## src/rtl/temp_spi_pkg.sv

```systemverilog
// temp_spi_pkg
//   Shared definitions for the SPI temperature sampler:
//   - default values for the sampler parameters
//   - the conversion FSM state type
//   - cnt_width(), the counter width needed to count 0..n-1
package temp_spi_pkg;

  localparam int FRAME_W_DEF  = 16;
  localparam int DATA_W_DEF   = 11;
  localparam int DIV_DEF      = 2;
  localparam int PERIOD_DEF   = 1024;
  localparam int AVG_LOG2_DEF = 2;

  typedef enum logic [2:0] {
    ST_IDLE,
    ST_SETUP,
    ST_SHIFT,
    ST_HOLD,
    ST_DONE
  } state_t;

  // Never returns 0, so a counter that only ever holds 0 still gets one bit.
  function automatic int cnt_width(input int n);
    return (n > 1) ? $clog2(n) : 1;
  endfunction

endpackage

```

## src/rtl/temp_avg_buf.sv

```systemverilog
// temp_avg_buf
//   Moving average over the last 2^AVG_LOG2 samples. It keeps a circular
//   buffer and a running sum. The mean is the sum shifted right
//   arithmetically, so it rounds toward minus infinity.
//
// Ports
//   clk     in   rising-edge clock
//   rst     in   synchronous active-high reset; clears buffer, sum, fill
//   sample  in   signed sample, DATA_W bits
//   strobe  in   one-cycle pulse that pushes sample into the buffer
//   mean    out  signed floor(sum / 2^AVG_LOG2), DATA_W bits
//   full    out  buffer has received 2^AVG_LOG2 samples since reset
module temp_avg_buf
  import temp_spi_pkg::*;
#(
  parameter int DATA_W   = DATA_W_DEF,
  parameter int AVG_LOG2 = AVG_LOG2_DEF
) (
  input  logic                     clk,
  input  logic                     rst,
  input  logic signed [DATA_W-1:0] sample,
  input  logic                     strobe,
  output logic signed [DATA_W-1:0] mean,
  output logic                     full
);

  localparam int DEPTH  = 1 << AVG_LOG2;
  localparam int SUM_W  = DATA_W + AVG_LOG2;
  localparam int PTR_W  = cnt_width(DEPTH);
  localparam int FILL_W = AVG_LOG2 + 1;

  logic signed [DATA_W-1:0] buf_mem [DEPTH];
  logic        [PTR_W-1:0]  wr_ptr;
  logic        [FILL_W-1:0] fill;
  logic signed [SUM_W-1:0]  sum;

  // The slot about to be overwritten holds the oldest sample, or zero while
  // the buffer is still filling. Subtracting it therefore keeps the sum
  // correct without a separate fill-phase path.
  always_ff @(posedge clk) begin
    if (rst) begin
      for (int i = 0; i < DEPTH; i++) buf_mem[i] <= '0;
      wr_ptr <= '0;
      fill   <= '0;
      sum    <= '0;
    end else if (strobe) begin
      buf_mem[wr_ptr] <= sample;
      sum    <= sum + SUM_W'(sample) - SUM_W'(buf_mem[wr_ptr]);
      wr_ptr <= (wr_ptr == PTR_W'(DEPTH - 1)) ? '0 : wr_ptr + PTR_W'(1);
      if (!full) fill <= fill + FILL_W'(1);
    end
  end

  assign full = (fill == FILL_W'(DEPTH));
  assign mean = DATA_W'(sum >>> AVG_LOG2);

endmodule

```

## src/rtl/temp_spi_sampler.sv

```systemverilog
// temp_spi_sampler
//   SPI mode-0 master that reads a temperature sensor frame. A conversion
//   starts on a start request, or on a periodic tick when auto_en is high.
//   The signed top DATA_W bits of each frame go into a moving average.
//   The module also raises a hysteretic over-temperature alarm.
//
// Ports
//   clk         in   rising-edge clock
//   rst         in   synchronous active-high reset
//   start       in   one-cycle conversion request; ignored while busy
//   auto_en     in   enables a conversion every PERIOD clk cycles
//   miso        in   sensor serial data, MSB first
//   thr_hi      in   signed alarm set threshold   (temp >  thr_hi sets)
//   thr_lo      in   signed alarm clear threshold (temp <  thr_lo clears)
//   cs_n        out  active-low chip select
//   sck         out  SPI clock, idle low
//   temp        out  signed averaged temperature, held between updates
//   temp_valid  out  one-cycle pulse when temp updates
//   busy        out  high whenever a conversion is in progress
//   alarm       out  over-temperature flag
module temp_spi_sampler
  import temp_spi_pkg::*;
#(
  parameter int FRAME_W  = FRAME_W_DEF,
  parameter int DATA_W   = DATA_W_DEF,
  parameter int DIV      = DIV_DEF,
  parameter int PERIOD   = PERIOD_DEF,
  parameter int AVG_LOG2 = AVG_LOG2_DEF
) (
  input  logic                     clk,
  input  logic                     rst,
  input  logic                     start,
  input  logic                     auto_en,
  input  logic                     miso,
  input  logic signed [DATA_W-1:0] thr_hi,
  input  logic signed [DATA_W-1:0] thr_lo,
  output logic                     cs_n,
  output logic                     sck,
  output logic signed [DATA_W-1:0] temp,
  output logic                     temp_valid,
  output logic                     busy,
  output logic                     alarm
);

  localparam int DIV_W  = cnt_width(DIV);
  localparam int HALF_W = cnt_width(2 * FRAME_W);
  localparam int PER_W  = cnt_width(PERIOD);

  localparam logic [DIV_W-1:0]  DIV_LAST  = DIV_W'(DIV - 1);
  localparam logic [HALF_W-1:0] HALF_LAST = HALF_W'(2 * FRAME_W - 1);
  localparam logic [PER_W-1:0]  PER_LAST  = PER_W'(PERIOD - 1);

  state_t                   state, state_next;
  logic        [DIV_W-1:0]  div_cnt;
  logic        [HALF_W-1:0] half_cnt;
  logic        [PER_W-1:0]  per_cnt;
  logic        [FRAME_W-1:0] shreg;
  logic                     pending;
  logic                     tick;
  logic                     phase_end;
  logic                     launch;
  logic                     rise_edge;
  logic                     frame_done;
  logic                     hold_done;
  logic signed [DATA_W-1:0] sample;
  logic signed [DATA_W-1:0] mean;
  logic                     avg_full;

  assign tick       = auto_en && (per_cnt == PER_LAST);
  assign phase_end  = (div_cnt == DIV_LAST);
  assign launch     = (state == ST_IDLE) && (start || tick || pending);
  assign frame_done = (state == ST_SHIFT) && phase_end && (half_cnt == HALF_LAST);
  assign hold_done  = (state == ST_HOLD) && phase_end;

  // SHIFT opens with sck high, so the rise leaving SETUP is the first one.
  // Each later rise follows an odd (low) half-period, except after the
  // final half-period, which returns sck low for HOLD.
  assign rise_edge = ((state == ST_SETUP) && phase_end) ||
                     ((state == ST_SHIFT) && phase_end && half_cnt[0] &&
                      (half_cnt != HALF_LAST));

  assign sample = shreg[FRAME_W-1 -: DATA_W];

  // The period counter only runs while auto_en is high. It restarts from
  // zero each time auto_en goes high again.
  always_ff @(posedge clk) begin
    if (rst || !auto_en || tick) per_cnt <= '0;
    else                         per_cnt <= per_cnt + PER_W'(1);
  end

  // A tick that arrives mid-conversion is remembered once. The flag is
  // consumed by whichever launch happens next in IDLE.
  always_ff @(posedge clk) begin
    if (rst || launch) pending <= 1'b0;
    else if (tick)     pending <= 1'b1;
  end

  always_ff @(posedge clk) begin
    if (rst) state <= ST_IDLE;
    else     state <= state_next;
  end

  always_comb begin
    state_next = state;
    cs_n       = 1'b1;
    sck        = 1'b0;
    busy       = 1'b1;
    case (state)
      ST_IDLE: begin
        busy = 1'b0;
        if (launch) state_next = ST_SETUP;
      end
      ST_SETUP: begin
        cs_n = 1'b0;
        if (phase_end) state_next = ST_SHIFT;
      end
      ST_SHIFT: begin
        cs_n = 1'b0;
        sck  = ~half_cnt[0];
        if (frame_done) state_next = ST_HOLD;
      end
      ST_HOLD: begin
        if (phase_end) state_next = ST_DONE;
      end
      ST_DONE: begin
        state_next = ST_IDLE;
      end
      default: begin
        busy       = 1'b0;
        state_next = ST_IDLE;
      end
    endcase
  end

  // div_cnt times each phase of DIV clk cycles. half_cnt counts sck
  // half-periods, and only during SHIFT.
  always_ff @(posedge clk) begin
    if (rst) begin
      div_cnt  <= '0;
      half_cnt <= '0;
    end else begin
      if ((state == ST_IDLE) || (state == ST_DONE) || phase_end) div_cnt <= '0;
      else                                                       div_cnt <= div_cnt + DIV_W'(1);
      if (state != ST_SHIFT) half_cnt <= '0;
      else if (phase_end)    half_cnt <= half_cnt + HALF_W'(1);
    end
  end

  always_ff @(posedge clk) begin
    if (rst)            shreg <= '0;
    else if (rise_edge) shreg <= {shreg[FRAME_W-2:0], miso};
  end

  // The sample is pushed only when the last half-period completes. An abort
  // by rst mid-frame therefore never reaches the buffer.
  temp_avg_buf #(
    .DATA_W   (DATA_W),
    .AVG_LOG2 (AVG_LOG2)
  ) u_avg (
    .clk    (clk),
    .rst    (rst),
    .sample (sample),
    .strobe (frame_done),
    .mean   (mean),
    .full   (avg_full)
  );

  // The averager was updated at the end of SHIFT, so mean is settled by the
  // end of HOLD. Registering here makes temp, alarm and temp_valid all
  // change together on entry to DONE. The set test is checked first, so it
  // wins when the thresholds are inverted.
  always_ff @(posedge clk) begin
    if (rst) begin
      temp       <= '0;
      temp_valid <= 1'b0;
      alarm      <= 1'b0;
    end else begin
      temp_valid <= hold_done && avg_full;
      if (hold_done && avg_full) begin
        temp <= mean;
        if (mean > thr_hi)      alarm <= 1'b1;
        else if (mean < thr_lo) alarm <= 1'b0;
      end
    end
  end

endmodule

```

## config.mk

```make
export PLATFORM = sky130hd
export DESIGN_NAME = temp_spi_sampler
export DESIGN_NICKNAME = d
export VERILOG_FILES = /design/src/rtl/temp_spi_pkg.sv /design/src/rtl/temp_avg_buf.sv /design/src/rtl/temp_spi_sampler.sv
export SDC_FILE = /design/constraint.sdc
export NUM_CORES = 1
export LEC_CHECK = 0
export ABC_AREA = 1
export CAP_MARGIN = 20
export CELL_PAD_IN_SITES_DETAIL_PLACEMENT = 0
export CELL_PAD_IN_SITES_GLOBAL_PLACEMENT = 1
export CORE_MARGIN = 10
export CORE_UTILIZATION = 44
export DETAILED_ROUTE_END_ITERATION = 12
export HOLD_SLACK_MARGIN = 0.12
export PLACE_DENSITY = 0.8
export SYNTH_ARGS = -nofsm -noshare
export SYNTH_HDL_FRONTEND = slang
export SYNTH_SLANG_ARGS = --single-unit
export TNS_END_PERCENT = 10
```

## constraint.sdc

```tcl
create_clock -name clk -period 7.04 [get_ports clk]
set_clock_uncertainty 0.1 [all_clocks]
set_input_delay 1.408 -clock clk [delete_from_list [all_inputs] [get_ports clk]]
set_output_delay 1.408 -clock clk [all_outputs]
set_load 0.02 [all_outputs]
```

Word-level counts from Yosys, hierarchy flattened
Memory sizes are Yosys's and may differ from the RTL's. A register that Yosys moved wholly into a read port is not among the register bits.
Index checks and enable logic that the tools add are counted.

cells by class
  reductions and logical operators = 28
  div/mod/pow operators = 0
  equality and inequality tests = 14
  bitwise gates (word level) = 2
  $add $sub $neg = 7
  mux-type cells = 21
  shift-type cells = 0
  $mul = 0
  $lt $le $gt $ge = 2

operators by type and width
  kind                   count
  $add 13x11->13         1
  $sub 13x11->13         1
  $mux 3                 4
  $pmux 3 s4             1
  $gt 11x11->1           1
  $lt 11x11->1           1
  $mux 1                 11
  $mux 11                1
  $reduce_or 11->1       1
  $add 10x1->10 const B  1
  $eq 10x10->1 const B   1
  $logic_and 1x1->1      9
  $logic_or 1x1->1       8
  $mux 2                 4
  $ne 2x2->1 const B     4
  $eq 3x2->1 const B     2
  $eq 3x3->1 const B     2
  $reduce_or 2->1        3
  $add 5x1->5 const B    1
  $eq 5x5->1 const B     1
  $ne 5x5->1 const B     1
  $reduce_and 2->1       2
  $reduce_and 4->1       1
  $reduce_or 4->1        1
  other kinds (10)       11

storage, ports and cells
  word-level logic and storage cells = 87
  output and inout bits = 16
  memory bits (read-only) = 0
  register bits after elaboration = 67
  input port bits = 27
  RAM bits = 44
  bits in latches = 0
  memories kept = 1

memory list
  memory         words  bits a word  read ports  clocked after memory_dff  wr ports  RTL line            RTL
  u_avg.buf_mem  4      11           1           1                         4         temp_avg_buf.sv:32  logic signed [DATA_W-1:0] buf_mem [DEPTH];

Longest topological paths before layout
Gate-level depths: netlist of the first run.

  depth in word-level cells = 8
  mapped depth = 16
  gate-level depth less buffers = 15

By module
Synthesis of the first run repeated with hierarchy kept, for this count alone.

second synthesis, totals
  cell total of the unflattened synthesis = 804
  area, all modules = 6454.9 um^2

modules (own cells, without submodules)
  module            area an instance (um^2)  times used  cells each  seq. area each (um^2)
  temp_avg_buf      3857.4                   1           463         1721.7
  temp_spi_sampler  2597.5                   1           341         980.9

Worst setup path before layout of the first run
OpenSTA, ideal clock, no wires.

  path type = input-to-reg
  start = input port rst
  end = memory u_avg.buf_mem[0][0] (netlist name) (enable)
  arrival = 2494 ps
  stages = 5
  path slack = 4101 ps
  data required time = 6595 ps
  path buffers = 3
  setup time = 345 ps
  cells stage by stage = clkbuf_1 inv_1 clkbuf_1 clkbuf_1 nand2_1

RTL lines
  item                RTL line                RTL
  start: declaration  temp_spi_sampler.sv:31  input logic rst,
  end: declaration    temp_avg_buf.sv:32

Final worst setup path of the first run
  start = register state[0]
  end = output port cs_n

on the way
  longest elaborated chain between the ends = 3
  elaborated cells between the ends (all ways) = 4
  classes of those cells = 2 x eq/ne; 1 x mux; 1 x reduce/logical

RTL lines
  item                                             RTL line                 RTL
  start: declaration                               temp_spi_sampler.sv:53   state_t state, state_next;
  start signal: assignment                         temp_spi_sampler.sv:100  else state <= state_next;
  $eq 3x1->1 / $eq 3x2->1 (equally long branches)  temp_spi_sampler.sv:108  case (state)
  $reduce_or 2->1 (no source line) (*)             -
  $mux 1 (*)                                       temp_spi_sampler.sv:108
  end: declaration                                 temp_spi_sampler.sv:37   output logic cs_n,

Every way passes the cells marked *; elsewhere a longest branch is shown, timed or not.

==> results of run 1 <==
power breakdown:
| part | leakage, nW | internal, mW | switching, mW | total, mW |
|---|---|---|---|---|
| combinational | 1.74 | 0.113 | 0.202 | 0.314 |
| sequential | 0.988 | 0.713 | 0.0255 | 0.739 |
| clock | 0.288 | 0.511 | 0.301 | 0.813 |
synthesized netlist by cell type, types with 12 or more instances:
cell,n,share of area
nor2_1,109,0.068
inv_1,107,0.067
nand2_1,98,0.062
dfxtp_1,69,0.23
o21ai_0,66,0.055
a21oi_1,52,0.044
edfxtp_1,44,0.22
ha_1,41,0.086
nand3_1,29,0.024
o22ai_1,18,0.019
clkbuf_1,15,0.0094
fa_1,12,0.040
how the worst max path moves through the flow:
stage / from / to / slack [ns]
finish: state[0] / cs_n / 3.71
global route: register / u_avg.sum[11] / 3.43
CTS: state[0] / cs_n / 3.68
detailed placement: rst / u_avg.buf_mem[1][2] / 3.35
global placement: rst / u_avg.buf_mem[1][1] / 3.46
floorplan: rst / u_avg.buf_mem[0][0] / 4.10
final cells by class:
class	instances	area [um^2]	area share
clock inverters	10	70.07	0.009847
inverters	110	415.4	0.05838
flip-flops and latches	113	2703	0.3798
well taps	176	220.2	0.03095
clock buffers	22	506.7	0.07122
repair buffers	45	446.7	0.06277
multi-input cells	476	2754	0.3870
worst register-to-register path, delay by kind of cell (launching register included):
family	cells	cell delay, ns
fa+ha+maj	2	0.86
compound gates	4	0.68
flops	1	0.30
simple gates	6	0.66
buf+inv	3	0.57
per-layer routing:
| metal | vias up | part of all wire | GRT usage | wire, um |
|---|---|---|---|---|
| met5 | - | 0 | 0 | 0 |
| met4 | 0 | 0.021 | 0.06805 | 303 |
| met3 | 25 | 0.060 | 0.03886 | 863 |
| met2 | 132 | 0.49 | 0.2727 | 7064 |
| met1 | 2250 | 0.43 | 0.1912 | 6133 |
| li1 | 2451 | - | - | - |
cells by family (layout without fill, tap and decap cells):
group / after synthesis / after routing
AOI/OAI and AO/OA: 145 / 145
DFF: 113 / 113
and+or+nand+nor: 270 / 270
buffers and inverters: 131 / 187
xor gates and xnor gates: 8 / 8
adders and majority gates: 53 / 53
cells in the final DEF (no fill, tap or decap), drive strengths merged:
master,synthesis,final
nand2,102,102
and2,2,2
nand3b,1,1
ha,41,41
o21a,1,1
nand3,29,29
a31oi,4,4
a32oi,1,1
o22ai,18,18
o21ai,66,66
nand4,5,5
a21o,2,2
clkdlybuf4s50,0,42
clkinv,0,5
xnor2,5,5
a21oi,52,52
clkinvlp,0,1
clkbuf,15,22
xor2,3,3
nor2,116,116
dfxtp,69,69
nor4,1,1
edfxtp,44,44
inv,110,114
fa,12,12
buf,6,3
a22o,1,1
or2,3,3
nor3,11,11
metrics by stage:
| step | cells | area, um^2 |
|---|---|---|
| 2_1_floorplan | 720 | 5973 |
| 3_3_place_gp | 919 | 6528 |
| 3_5_place_dp | 919 | 6528 |
| 4_1_cts | 951 | 7104 |
| 5_1_grt | 952 | 7116 |
| 6_report | 952 | 7116 |
state kept, by name, summed over array words and instances, names as in the netlist, named ones only:
signal and flops:
per_cnt 10, temp 11, half_cnt 5, div_cnt 1, shreg 16, u_avg.buf_mem 44, u_avg.sum 13, pending 1
state 3, alarm 1, temp_valid 1, u_avg.wr_ptr 2, u_avg.fill 3
==> results.md, run 1 <==
- Status: finished clean
- # setup viols final: 0
- Critical path required time: 5.53 ns
- Fraction of layout cells with a size suffix above 1: 0.06830
- Mean post-synth cell area: 8.296 um^2
- CTS tree: done
- Detail Placement HPWL: 10.94 mm
- Total chip power: 1.866 mW
- Post-CTS Setup Bufs: 0
- Post-route setup slack: 3.713 ns
- Buffers on Ports: 42
- Post-place setup slack: 3.346 ns
- Complex-gate fraction of the synthesized area: 0.1286
- Root buffer cell: clkbuf_16
- Gate Count Post-Synth: 720
- Reg2reg end: u_avg.sum[11]
- Max cap viols: 0
- Initial Util: 0.4493
- CTS Buf Count: 17
- Fill cell count: 1,211
- Min-delay worst type: reg2reg
- Final Hold Violating Endpoints: 0
- DRT antenna net count: 0
- Reg-to-reg slack, setup: 3.73 ns
- Vias in the first global route: 4,664
- Post-synthesis cell type count: 36
- Hold_buf cts: 0
- Mux cell area share after synthesis: 0
- Row count: 42
- Slowest cell on crit path: clkdlybuf4s50_1
- Routability Congestion: 1.014
- P&R area growth vs syn: 19.12%
- First-pass GRT wire length: 23.48 mm
- Buf+Inv Stages, Crit Path: 2
- Final net count: 843
- Minimum clock period: 3.327 ns
- Die Span X: 136.5 um
- Total number of yosys warnings: 0
- Clk sinks: 113
- Total Wirelength: 14.37 mm
- Critical Path Fanout Max: 5
- Largest stage delay on the critical path: 0.61 ns
- Net Count, Synth: 800
- ANT cells: 0
- Initial antenna violation count: 0
- Lkg Pwr: 3.019 nW
- GR Overflow Total: 0
- DIE HEIGHT: 136.5 um
- Iter 0 DRT Violations: 496
- Crit. End Element: primary output
- Hold Path End: per_cnt[0]
- Synth Area in Simple Gates: 0.1938
- Num ports: 43
- Tightest Pin Transition: 0.6715 ns
- Kind of critical path: reg2out
- Vias per inst: 5.103
- Post-CTS sizing: 0
- Setup TNS: 0 ns
- Worst setup SP type: register
- Drt drc: 0
- Final Max Tran Viols: 0
- Final Core Density: 0.5352
- TritonRoute pass-1 iters: 5
- Clk slew on worst S/H paths: 0.05 ns
- Critical hold path startpoint: per_cnt[0]
- Power per cell area: 262.2 nW/um^2
- WP depth: 5
- Post-synth EDFFs: 44
- Worst R2R Path Depth: 15
- Gr usage total: 0.1612
- Sequential share of the synthesized area: 0.4525
- Core area: 13,300 um^2
- CP cell instances: nor2_2 > nand2_2 > o21ai_0 > inv_1 > clkdlybuf4s50_1
- Die area: 18,640 um^2
- Xor-xnor portion of the synthesized cell area: 0.01173
- Post-synthesis cell area: 5973 um^2
- Post-synthesis adder-cell area fraction: 0.1261
- Asr flop ratio synth: 0
- Hold depth: 1
- Clk Latency, worst-skew pair: 0.41 ns
- Vias post-DR: 4,858
- Top Family by Delay on Critical Path: buffers and inverters
- Rel. slew slack: 0.5512
- Avg WL per Cell: 15.09 um
- Max Clk Rate: 300.6 MHz
- H-tree depth: 4
- Synth Register Bits: 113
- Main combinational cell family by area after synthesis: simple AND/OR/NAND/NOR gates
- Worst EP arrival: 1.82 ns
- Largest net degree at the start of global routing: 36
- Maximum VDD drop: 230.3 uV
- Main synth FF type: dfxtp_1
- RSZ-0062 raised after global routing: false
- Post-Route Hold Slack: 0.3530 ns
- Crit share post-route: 0.4726
- Max Buffers Root-to-Sink: 2
Note: power is estimated with default switching activity, not from simulation.
==> run 2, diff against run 1 <==
CORE_UTILIZATION = 40   (was 44)
PLACE_DENSITY = 0.77   (was 0.8)
clock period = 2.8 ns   (was 7.04 ns; I/O delays follow)
==> results.md, run 2 (synthesis results as in run 1) <==
- Most frequent cells in the layout: 104 x inv_1, 104 x nor2_1, 94 x nand2_1, 67 x dfxtp_1, 51 x o21ai_0
- Avg WL per Cell: 15.34 um (+1.7%)
- Regs by FF count: u_avg.buf_mem: 44 flops, shreg: 16 flops, u_avg.sum: 13 flops
- Detail Placement HPWL: 11.22 mm (+2.5%)
- TritonRoute pass-1 iters: 5 (unchanged)
- Root buffer cell: clkbuf_16
- Hold_buf cts: 0 (unchanged)
- Clk sinks: 113 (unchanged)
- Worst R2R Path Depth: 14 (-1)
- Largest register FFs: 44 (unchanged)
- Fraction of layout cells with a size suffix above 1: 0.1618 (+0.09347)
- Clk Latency, worst-skew pair: 0.42 ns (about the same)
- Vias post-DR: 5,025 (+3.4%)
- Final Core Density: 0.5304 (-0.004837)
- Net Sw Frac: 0.2730 (-0.01039)
- RSZ-0062 raised after global routing: true
- CTS tree: done
- Max cap viols: 0 (unchanged)
- Status: finished clean
- Largest net degree at the start of global routing: 27 (-25%)
- Routability Congestion: 0.9326 (-8.0%)
- Gr usage total: 0.1526 (-0.008538)
- Max Buffers Root-to-Sink: 2 (unchanged)
- Fill cell count: 1,315 (+8.6%)
- Die Span X: 142.2 um (+4.2%)
- Register with the most flip-flops: u_avg.buf_mem
- Setup TNS: 0 ns (unchanged)
- Crit share post-route: 0.9504
- Crit. End Element: register
- DIE HEIGHT: 142.2 um (+4.2%)
- Num ports: 43 (unchanged)
- Tightest Pin Transition: 0.5250 ns (-0.1465 ns)
- Lkg Pwr: 3.251 nW (+7.7%)
- Maximum VDD drop: 336.1 uV (+46%)
- ANT cells: 0 (unchanged)
- Vias in the first global route: 4,960 (+6.3%)
- P&R area growth vs syn: 29.53%
- Die area: 20,220 um^2 (+8.5%)
- Iter 0 DRT Violations: 257 (-48%)
- Core area: 14,590 um^2 (+9.7%)
- Min-delay worst type: reg2reg
- Clock power frac: 0.433 (-0.003)
- Drt drc: 0 (unchanged)
- # setup viols final: 0 (unchanged)
- Hold depth: 2 (+1)
- Final net count: 883 (+4.7%)
- GR Overflow Total: 0 (unchanged)
- Reg power frac: 0.371 (-0.025)
- Row count: 44 (+4.8%)
- Critical hold path startpoint: pending
- Clk slew on worst S/H paths: 0.06 ns (about the same)
- Max Clk Rate: 375.8 MHz
- Kind of critical path: reg2reg
- DRT antenna net count: 0 (unchanged)
- Multi-input logic area: 2980 um^2 (+8.2%)
- Critical path required time: 3.00 ns (-2.53 ns)
- Minimum clock period: 2.661 ns
- Power per cell area: 643.1 nW/um^2 (+150%)
- H-tree depth: 4 (unchanged)
- Reg area: 2710 um^2 (+0.28%)
- Buffers on Ports: 42 (unchanged)
- Vias per inst: 5.025 (-1.5%)
- Combinational Power Share: 0.197 (+0.028)
- Reg-to-reg slack, setup: 0.14 ns (-3.59 ns)
- Final Max Tran Viols: 0 (unchanged)
- Reg2reg end: u_avg.sum[8]
- Switch Pwr: 1.359 mW (+160%)
- Final Hold Violating Endpoints: 0 (unchanged)
- First-pass GRT wire length: 24.54 mm (+4.5%)
- Total Wirelength: 15.34 mm (+6.8%)
- Worst setup SP type: register
- CTS Buf Count: 17 (unchanged)
- Worst Setup EP: u_avg.sum[8]
- Internal Dissipation: 3.618 mW (+170%)
- Initial Util: 0.4094 (-0.03984)
- Worst EP arrival: 2.86 ns (+1.04 ns)
- Critical Path Fanout Max: 11 (+6)
- Initial antenna violation count: 0 (unchanged)
- Rel. slew slack: 0.6496 (+0.09834)
[run 2: per-stage QoR]
stage	hold WS, ns	setup slack, ns	instances	total power [mW]	instance area (um^2)
4_1_cts	0.3542	0.01354	993	4.918	7418
2_1_floorplan	0.3176	0.1724	720	2.416	5973
3_5_place_dp	0.3407	-0.002101	961	2.746	6805
3_3_place_gp	0.3292	0.04004	961	2.731	6805
6_report	0.3565	0.1388	1000	4.976	7737
5_1_grt	0.3776	-0.04301	1000	5.211	7737
[run 2: repair_timing]
item                                   in CTS  in global routing
buffers inserted                            0                  5
pin swaps                                   1                 11
resized for setup                           2                 64
setup endpoints to repair                   1                  9
endpoints found under the hold margin       0                  0
cloned                                      0                  2
[run 2: critical path, cell delays in order (launching register included)]
cell and delay (ns):
dfxtp_4 0.37, inv_2 0.07, buf_12 0.14, o21ai_1 0.14, o22ai_2 0.10, fa_1 0.51, inv_1 0.07, ha_4 0.28
buf_4 0.12, nand2_1 0.09, nor2_1 0.15, a21o_1 0.16, a21oi_1 0.06, o21ai_0 0.08, o21ai_0 0.09
[run 2: power by group through the flow]
stage / clock (mW) / sequential [mW] / combinational [mW]
after detailed placement: 0 / 1.88 / 0.870
after global routing: 2.26 / 1.85 / 1.10
final: 2.15 / 1.85 / 0.978
after global placement: 0 / 1.87 / 0.858
after CTS: 2.20 / 1.84 / 0.878
after floorplan: 0 / 1.86 / 0.556
[run 2: worst min-delay path by stage]
stage / end / slack [ns]
floorplan: per_cnt[0] / 0.32
global route: alarm / 0.38
finish: pending / 0.36
CTS: per_cnt[0] / 0.35
global placement: per_cnt[0] / 0.33
detailed placement: per_cnt[0] / 0.34
[run 2: layer usage]
metal,share of wire,track usage,up-vias
met5,0,0,-
met4,0.014,0.05487,0
met3,0.048,0.04506,18
met2,0.49,0.2516,119
met1,0.45,0.1846,2342
li1,-,-,2546
[run 2: final cells by class]
cell class | instances | area share
multi-input cells | 476 | 0.3852
flip-flops and latches | 113 | 0.3503
repair buffers | 84 | 0.1014
clock buffers | 25 | 0.06953
inverters | 110 | 0.05417
well taps | 184 | 0.02975
clock inverters | 7 | 0.008732
repair inverters | 1 | 0.0009702
==> run 3, diff against run 2 <==
--- a/config.mk
+++ b/config.mk
@@ -14,2 +14,3 @@
 export DETAILED_ROUTE_END_ITERATION = 12
+export GPL_TIMING_DRIVEN = 0
 export HOLD_SLACK_MARGIN = 0.12
--- a/constraint.sdc
+++ b/constraint.sdc
@@ -4,2 +4,2 @@
 set_output_delay 0.56 -clock clk [all_outputs]
-set_load 0.02 [all_outputs]
+set_load 0.01 [all_outputs]
==> results.md, run 3 (synthesis results as in run 1) <==
- ANT cells: 0 (unchanged)
- Crit share post-route: 0.9640 (+0.01356)
- Post-Route Hold Slack: 0.3482 ns (-0.008281 ns)
- Die area: 20,220 um^2 (unchanged)
- Max Clk Rate: 370.5 MHz (-1.4%)
- Internal Dissipation: 3.633 mW (+0.41%)
- Largest net degree at the start of global routing: 17 (-37%)
- Regs by FF count: u_avg.buf_mem: 44 flops, shreg: 16 flops, u_avg.sum: 13 flops
- Post-place setup slack: -0.4899 ns (-0.4878 ns)
- Kind of critical path: reg2reg
- Fraction of layout cells with a size suffix above 1: 0.1272 (-0.03456)
- Num ports: 43 (unchanged)
- Switch Pwr: 1.309 mW (-3.6%)
- Multi-input logic area: 3003 um^2 (+0.76%)
- Vias in the first global route: 4,966 (+0.12%)
- Die Span X: 142.2 um (unchanged)
- Min-delay worst type: reg2reg
- # setup viols final: 0 (unchanged)
- Max cap viols: 0 (unchanged)
- Clk sinks: 113 (unchanged)
- Fill cell count: 1,385 (+5.3%)
- Rel. slew slack: 0.5110 (-0.1386)
- DRT antenna net count: 0 (unchanged)
- Avg WL per Cell: 14.83 um (-3.3%)
- GR Overflow Total: 0 (unchanged)
- Final Hold Violating Endpoints: 0 (unchanged)
- Row count: 44 (unchanged)
- Design area: 7522 um^2 (-2.8%)
- Clk slew on worst S/H paths: 0.05 ns (about the same)
- Lkg Pwr: 3.104 nW (-4.5%)
- Combinational Power Share: 0.176 (-0.021)
- Worst EP arrival: 2.89 ns (+0.03 ns)
- Vias post-DR: 4,900 (-2.5%)
- Crit. End Element: register
- Drt drc: 0 (unchanged)
- Routability Congestion: 0.8381 (-10%)
- Vias per inst: 5.010 (-0.29%)
- Iter 0 DRT Violations: 277 (+7.8%)
- Max Buffers Root-to-Sink: 2 (unchanged)
- Final Core Density: 0.5156 (-0.01475)
- Post-route setup slack: 0.1008 ns (-0.03798 ns)
- Most frequent cells in the layout: 105 x inv_1, 104 x nor2_1, 92 x nand2_1, 68 x dfxtp_1, 49 x o21ai_0
- Clk Latency, worst-skew pair: 0.41 ns (about the same)
- Reg power frac: 0.373 (+0.002)
- Total Wirelength: 14.50 mm (-5.5%)
- Placed Area: 6614 um^2 (-2.8%)
- Detail Placement HPWL: 11.32 mm (+0.90%)
- Maximum VDD drop: 379.4 uV (+13%)
- Minimum clock period: 2.699 ns (+0.03798 ns)
- Core area: 14,590 um^2 (unchanged)
- Gr usage total: 0.1473 (-0.005366)
- Net Sw Frac: 0.2649 (-0.008111)
- P&R area growth vs syn: 25.93%
- Tightest Pin Transition: 0.7279 ns (+0.2029 ns)
- Register with the most flip-flops: u_avg.buf_mem
- TritonRoute pass-1 iters: 5 (unchanged)
- DIE HEIGHT: 142.2 um (unchanged)
- Final Max Tran Viols: 0 (unchanged)
- Status: finished clean
- RSZ-0062 raised after global routing: true
- Worst setup SP type: register
- CTS tree: done
- Root buffer cell: clkbuf_16
- First-pass GRT wire length: 24.09 mm (-1.8%)
- CTS Buf Count: 17 (unchanged)
- H-tree depth: 4 (unchanged)
- Reg area: 2706 um^2 (-0.14%)
- Initial antenna violation count: 0 (unchanged)
- Most common cell after layout, fill and taps aside: inv_1
- Total chip power: 4.942 mW (-0.69%)
- Initial Util: 0.4094 (unchanged)
- Critical Path Fanout Max: 10 (-1)
- Largest register FFs: 44 (unchanged)
- Critical path required time: 2.99 ns (about the same)
- Power per cell area: 656.9 nW/um^2 (+2.1%)
- Clock power frac: 0.451 (+0.018)
- Buffers on Ports: 41 (-2.4%)
- Final net count: 861 (-2.5%)
run 3: cell count changes in the layout (fill, tap and decap cells not counted), moves of 3 or more:
cell       delta
buf_4        -33
clkbuf_1      +8
buf_6         +5
bufinv_16     +3
clkbuf_16     -3
clkbuf_8      -3
clkinv_1      +3
nand2_4       +3
run 3: worst max-delay path: stages, from the launching register on:
cell and delay, ns:
dfxtp_4 0.35, buf_4 0.17, o21ai_0 0.19, o22ai_1 0.12
fa_1 0.48, inv_1 0.06, ha_4 0.30, nand2_1 0.10
nor2_1 0.10, nand2_1 0.06, nand3b_1 0.12, nand2_1 0.10
nand2_1 0.07, nand2_1 0.05, nand3_1 0.11, o21ai_0 0.10
run 3: layer usage:
layer  vias up  global-route usage  share of wire
met1      2298              0.1766           0.45
li1       2498                   -              -
met4         0             0.05433          0.015
met5         -                   0              0
met2        88              0.2507           0.50
met3        16             0.03438          0.037
run 3: worst paths after layout:
path | slack (ns) | start | depth (start not counted) | end
worst max-delay path | 0.10 | register | 15 | u_avg.sum[11]
worst min-delay path | 0.35 | per_cnt[0] | 1 | per_cnt[0]
worst max register to register | 0.10 | register | 15 | u_avg.sum[11]
worst min register to register | 0.35 | per_cnt[0] | 1 | per_cnt[0]
run 3: power by group through the flow:
stage / clock network, mW / logic, mW / registers, mW
floorplan: 0 / 0.535 / 1.86
global placement: 0 / 0.763 / 1.87
detailed placement: 0 / 0.773 / 1.88
CTS: 2.26 / 0.813 / 1.84
global route: 2.34 / 0.979 / 1.85
finish: 2.23 / 0.869 / 1.84
run 3: layout make-up:
| class | instances | share of cell area |
|---|---|---|
| Clock buffer | 19 | 0.05888 |
| Inverter | 110 | 0.05522 |
| Clock inverter | 13 | 0.02212 |
| Tap cell | 184 | 0.03061 |
| Timing Repair Buffer | 42 | 0.05556 |
| Buffer | 21 | 0.01863 |
| Sequential cell | 113 | 0.3598 |
| Multi-Input combinational cell | 476 | 0.3992 |
run 3: per-stage QoR:
step           setup TNS (ns)  instances
3_3_place_gp           -1.905        945
6_report                    0        978
4_1_cts                     0        977
3_5_place_dp           -3.514        945
2_1_floorplan               0        720
5_1_grt              -0.01767        978
run 3: what timing repair did:
action / CTS / global route
pin swaps: 2 / 7
endpoints found under the hold margin: 0 / 0
setup endpoints to repair: 42 / 41
resized for setup: 36 / 59
gates cloned: 0 / 0
setup buffers: 0 / 1
hold buffers: 0 / 0
